<file path="config.mk">
export PLATFORM = sky130hd
export DESIGN_NAME = vga_timing_gen
export DESIGN_NICKNAME = d
export VERILOG_FILES = /design/src/rtl/vga_pkg.sv /design/src/rtl/vga_axis_counter.sv /design/src/rtl/vga_timing_gen.sv
export SDC_FILE = /design/constraint.sdc
export NUM_CORES = 1
export LEC_CHECK = 0
export CORE_ASPECT_RATIO = 1.25
export CORE_MARGIN = 2
export CORE_UTILIZATION = 30
export DETAILED_ROUTE_END_ITERATION = 16
export HOLD_SLACK_MARGIN = 0.05
export SLEW_MARGIN = 20
export SYNTH_ARGS = -nofsm -noshare
export SYNTH_HDL_FRONTEND = slang
export SYNTH_HIERARCHICAL = 1
export SYNTH_SLANG_ARGS = --single-unit
</file>
<file path="constraint.sdc">
create_clock -name vga_clk -period 3.6 [get_ports vga_clk]
set_clock_uncertainty 0.15 [all_clocks]
set_input_delay 0.36 -clock vga_clk [delete_from_list [all_inputs] [get_ports vga_clk]]
set_output_delay 0.36 -clock vga_clk [all_outputs]
set_load 0.1 [all_outputs]
</file>
<file path="src/rtl/vga_pkg.sv">
// Shared VGA timing constants and the types that carry raster position
// and sync/blank state between the timing generator and downstream stages.
package vga_pkg;

    localparam int COORD_W = 10;

    localparam int H_VISIBLE_DEF    = 640;
    localparam int H_TOTAL_DEF      = 800;
    localparam int H_SYNC_START_DEF = 656;
    localparam int H_SYNC_END_DEF   = 752;
    localparam int V_VISIBLE_DEF    = 480;
    localparam int V_TOTAL_DEF      = 525;
    localparam int V_SYNC_START_DEF = 490;
    localparam int V_SYNC_END_DEF   = 492;

    typedef struct packed {
        logic               hs;
        logic               vs;
        logic               blank;
        logic [COORD_W-1:0] DrawX;
        logic [COORD_W-1:0] DrawY;
    } vga_timing_t;

    // Registered per-pixel flags, decoded one position ahead of the counters.
    typedef struct packed {
        logic hs;
        logic vs;
        logic blank;
        logic line_start;
        logic frame_start;
    } vga_flags_t;

    // Flag values for raster position (0,0): syncs idle, pixel visible, both pulses high.
    localparam vga_flags_t FLAGS_ORIGIN = '{hs: 1'b1, vs: 1'b1, blank: 1'b1,
                                            line_start: 1'b1, frame_start: 1'b1};

endpackage

</file>
<file path="src/rtl/vga_axis_counter.sv">
// Wrapping position counter for one raster axis; wrap flags the enabled
// cycle in which the count returns from max to zero.
import vga_pkg::*;

module vga_axis_counter (
    input  logic               clk,
    input  logic               reset_n,
    input  logic               en,
    input  logic [COORD_W-1:0] max,
    output logic [COORD_W-1:0] count,
    output logic               wrap
);

    assign wrap = en && (count == max);

    // NOTE: sequential state uses non-blocking assignments so every register
    // samples pre-edge values regardless of block evaluation order.
    always_ff @(posedge clk or negedge reset_n) begin
        if (!reset_n) begin
            count <= '0;
        end else if (en) begin
            count <= wrap ? '0 : count + 1'b1;
        end
    end

endmodule

</file>
<file path="src/rtl/vga_timing_gen.sv">
// VGA raster timing: horizontal/vertical position counters plus registered
// sync, blank and start-of-line/frame flags aligned with DrawX/DrawY.
import vga_pkg::*;

module vga_timing_gen #(
    parameter int H_VISIBLE    = H_VISIBLE_DEF,
    parameter int H_TOTAL      = H_TOTAL_DEF,
    parameter int H_SYNC_START = H_SYNC_START_DEF,
    parameter int H_SYNC_END   = H_SYNC_END_DEF,
    parameter int V_VISIBLE    = V_VISIBLE_DEF,
    parameter int V_TOTAL      = V_TOTAL_DEF,
    parameter int V_SYNC_START = V_SYNC_START_DEF,
    parameter int V_SYNC_END   = V_SYNC_END_DEF
) (
    input  logic               vga_clk,
    input  logic               reset_n,
    input  logic               pix_ce,
    output logic [COORD_W-1:0] DrawX,
    output logic [COORD_W-1:0] DrawY,
    output logic               hs,
    output logic               vs,
    output logic               blank,
    output logic               sync,
    output logic               line_start,
    output logic               frame_start
);

    localparam logic [COORD_W-1:0] H_MAX = COORD_W'(H_TOTAL - 1);
    localparam logic [COORD_W-1:0] V_MAX = COORD_W'(V_TOTAL - 1);
    localparam logic [COORD_W-1:0] H_VIS = COORD_W'(H_VISIBLE);
    localparam logic [COORD_W-1:0] H_SS  = COORD_W'(H_SYNC_START);
    localparam logic [COORD_W-1:0] H_SE  = COORD_W'(H_SYNC_END);
    localparam logic [COORD_W-1:0] V_VIS = COORD_W'(V_VISIBLE);
    localparam logic [COORD_W-1:0] V_SS  = COORD_W'(V_SYNC_START);
    localparam logic [COORD_W-1:0] V_SE  = COORD_W'(V_SYNC_END);

    logic [COORD_W-1:0] hc, vc, hc_nxt, vc_nxt;
    logic               h_wrap, v_wrap, v_en;
    vga_flags_t         flags_d, flags_q;

    assign v_en = h_wrap & pix_ce;

    vga_axis_counter u_h_cnt (
        .clk     (vga_clk),
        .reset_n (reset_n),
        .en      (pix_ce),
        .max     (H_MAX),
        .count   (hc),
        .wrap    (h_wrap)
    );

    vga_axis_counter u_v_cnt (
        .clk     (vga_clk),
        .reset_n (reset_n),
        .en      (v_en),
        .max     (V_MAX),
        .count   (vc),
        .wrap    (v_wrap)
    );

    // Position the counters move to on this enabled edge; only consumed when pix_ce=1.
    // NOTE: every signal written here gets a value on every path, so no latch is inferred.
    always_comb begin
        hc_nxt = h_wrap ? '0 : hc + 1'b1;
        vc_nxt = v_wrap ? '0 : (h_wrap ? vc + 1'b1 : vc);

        flags_d             = FLAGS_ORIGIN;
        flags_d.hs          = !((hc_nxt >= H_SS) && (hc_nxt < H_SE));
        flags_d.vs          = !((vc_nxt >= V_SS) && (vc_nxt < V_SE));
        flags_d.blank       = (hc_nxt < H_VIS) && (vc_nxt < V_VIS);
        flags_d.line_start  = (hc_nxt == '0);
        flags_d.frame_start = (hc_nxt == '0) && (vc_nxt == '0);
    end

    always_ff @(posedge vga_clk or negedge reset_n) begin
        if (!reset_n) begin
            flags_q <= FLAGS_ORIGIN;
        end else if (pix_ce) begin
            flags_q <= flags_d;
        end
    end

    assign DrawX       = hc;
    assign DrawY       = vc;
    assign hs          = flags_q.hs;
    assign vs          = flags_q.vs;
    assign blank       = flags_q.blank;
    assign line_start  = flags_q.line_start;
    assign frame_start = flags_q.frame_start;
    assign sync        = 1'b0;

endmodule

</file>
==> summary.md <==
| Metric | Value |
|---|---|
| CTS tree | `yes` |
| H-tree Lvls | `1` |
| #FFs+latches synth | `25` |
| Fin util | `around two fifths` |
| IR drop worst, VDD | `~370 uV` |
| Resize count post-CTS | `0` |
| Drt wl/cell | `around 14 microns` |
| Chip width | `between 70 and 80 microns` |
| Synthesis-to-finish area growth | `24.3%` |
| Fin crit period | `approximately 2.8 ns` |
| Distinct cells, synth | `53` |
| Period utilization | `~77%` |
| Crit Path Category | `reg -> reg` |
| Dpl ws | `0.824 ns` |
| Post-CTS setup buffer count | `0` |
| Final Hold Viols | `0` |
| Total power | `between 1000 and 1500 uW` |
| Starting Density | `31.0%` |
| Post-DRT Antenna Nets | `0` |
| Clock slew at reported path FFs | `0.09 ns` |
| Buffers on Ports | `27` |
| Max-cap check violation count | `0` |
| GRT overflow | `0` |
| Clk sinks | `25` |
| Slack of the critical path | `between 0.8 and 0.9 ns` |
| Main synth FF type | `dfrtp_1` |
| Fin Setup TNS | `0 ns` |
| Antenna cells | `0` |
| Max Freq | `around 360 MHz` |
| Crit path DAT | `roughly 2.8 ns` |
| Fill count | `about 690` |
| Row Count | `33` |
| Largest fanout on the critical path | `19` |
| Rel. slew slack | `34.7%` |
| Slew Limit Fails | `0` |
| Worst-Margin Slew | `about 0.98 ns` |
| Pleak | `around 0.001 uW` |
| Vias in the first global route | `between 1,500 and 2,000` |
| CP Launch Type | `flop` |
| Pre-Repair DR Iteration Count | `4` |
| Cell-by-cell trace of the critical path | `xnor2_1, nand3_1, nor3_4, buf_4, nand4_2, nor2_1, mux2_2, o21ai_0, a31o_1, a32o_1` |
| Total Routed Length | `between 5000 and 6000 microns` |
| Die area | `roughly 7500 sq um` |
| Syn Area/Cell | `around 8.7 sq um` |
| FFs w/ async S/R, synth | `100%` |
| First-pass GRT wire length | `around 8500 microns` |
| Clk root buf | `clkbuf_8` |
| Initial drt markers | `a little under 80` |
| Die Span Y | `96.4 microns` |
| Nets | `between 200 and 300` |
| Number of flops mapped to enable cells by yosys | `0` |
| DRC viols | `0` |
| Largest net degree at the start of global routing | `26` |
| IO Count | `29` |
| Vias | `1,830` |
| CTS max path bufs | `2` |
| GR Util All Layers | `about 14%` |
| Max incr delay on CP | `between 0.5 and 0.6 ns` |
| Slowest CP cell | `dfrtp_1` |
| Clk_lat worst skew | `about 0.27 ns` |
| Synth warn | `6` |
| Most frequent cells in the layout | `32 x nor2_1, 32 x xnor2_1, 27 x clkdlybuf4s50_1` |
| CORE AREA | `~6600 sq um` |
| Syn Std Cell Area | `2050 sq um` |
| Cells after Synth | `235` |
| CTS buffer count | `3` |
| Share of cells above drive strength 1 | `a little over an eighth` |
| Initial antenna violation count | `0` |
| Detail Placement HPWL | `between 3000 and 4000 microns` |
| Req. time, crit path | `approximately 3.7 ns` |
| Vias per inst | `4.92` |
| Hold bufs inserted after CTS | `0` |
| Register area share after synthesis | `between 30% and 40%` |
| Final setup fails | `0` |
| Routability Congestion | `around 0.84` |
| Outcome | `finished clean` |
| Crit path capture type | `flop` |
| Hold Path Class | `in -> async` |
| PD cells | `between 400 and 500 nW/um^2` |
| RSZ-0062 raised after global routing | `no` |
## flip-flops by register name, summed over array words and instances (netlist names)
name and cells:
line_start 1, u_v_cnt/count 10, blank 1, vs 1, hs 1, u_h_cnt/count 10, frame_start 1
## logic make-up after synthesis
logic type | count (synthesis) | share of synthesized area (%)
other | 2 | 0.366
xor gates and xnor gates | 42 | 18.7
DFF | 25 | 30.8
buffers and inverters | 17 | 4.64
and+or+nand+nor | 104 | 27.3
muxes | 2 | 1.04
AOI/OAI and AO/OA | 39 | 14.8
adders and majority gates | 4 | 2.44
## cells in the mapped netlist (all sizes together), types with 2 or more instances
cell type	instances	area, sq um
xnor2	34	313
nor2	33	126
nand2	26	97.6
dfrtp	20	500
nand4	17	131
nor3	12	92.6
buf	8	61.3
inv	8	30.0
o21ai	8	40.0
xor2	8	70.1
a21oi	5	25.0
dfstp	5	131
nand3	5	30.0
a31oi	4	25.0
ha	4	50.1
o22ai	4	37.5
and3	3	23.8
a32o	2	20.0
a41oi	2	17.5
and2	2	12.5
conb	2	7.51
o311ai	2	17.5
o41ai	2	32.5
## critical path, delay by kind of cell, from the launching register on
kind / cells / cell delay, ns
flops: 1 / 0.56
buf+inv: 1 / 0.27
xor+xnor: 1 / 0.16
simple gates: 4 / 0.77
mux: 1 / 0.34
compound gates: 3 / 0.47
## power breakdown
group | switching, uW | total (uW) | internal (uW) | leakage [uW]
registers | 63.5 | 379 | 315 | 0.000312
logic | 441 | 631 | 189 | 0.000642
clock network | 91.8 | 169 | 77.5 | 0.0000255
## layer usage
metal	track usage, %	up-vias	routed length [microns]	part of all wire, %
met1	19.2	866	2420	47
li1	-	918	-	-
met3	1.30	6	173	3.3
met2	24.1	40	2530	49
met4	4.68	0	72	1.4
met5	0	-	0	0
## final cells by class
class                           count  area, sq um  area share, %
Multi-Input combinational cell    212         1400           54.7
Inverter                            8         30.0           1.18
Timing Repair Buffer               36          338           13.2
Tap cell                           87          109           4.27
Sequential cell                    25          632           24.8
Clock inverter                      1         5.00          0.196
Clock buffer                        3         41.3           1.62
## metrics by stage
| stage | hold slack [ns] | instance area (sq um) | cells |
|---|---|---|---|
| finish | 0.326 | 2550 | 372 |
| global route | 0.362 | 2550 | 372 |
| CTS | 0.339 | 2550 | 372 |
| detailed placement | 0.361 | 2500 | 368 |
| global placement | 0.357 | 2500 | 368 |
| floorplan | -0.0856 | 2120 | 254 |
## final timing paths
kind | start | endpoint | slack, ns | cells past startpoint
worst max-delay path | u_h_cnt/count[1]$_DFFE_PN0P_ | frame_start$_DFFE_PN1P_ | 0.82 | 10
worst max register to register | u_h_cnt/count[1]$_DFFE_PN0P_ | frame_start$_DFFE_PN1P_ | 0.82 | 10
worst min register to register | blank$_DFFE_PN1P_ | blank$_DFFE_PN1P_ | 0.36 | 2
min in group vga_clk | blank$_DFFE_PN1P_ | blank$_DFFE_PN1P_ | 0.36 | 2
max in group asynchronous | reset_n | frame_start$_DFFE_PN1P_ | 2.67 | 2
worst min-delay path | reset_n | u_h_cnt/count[0]$_DFFE_PN0P_ | 0.33 | 2
Note: power is estimated with default switching activity, not from simulation.
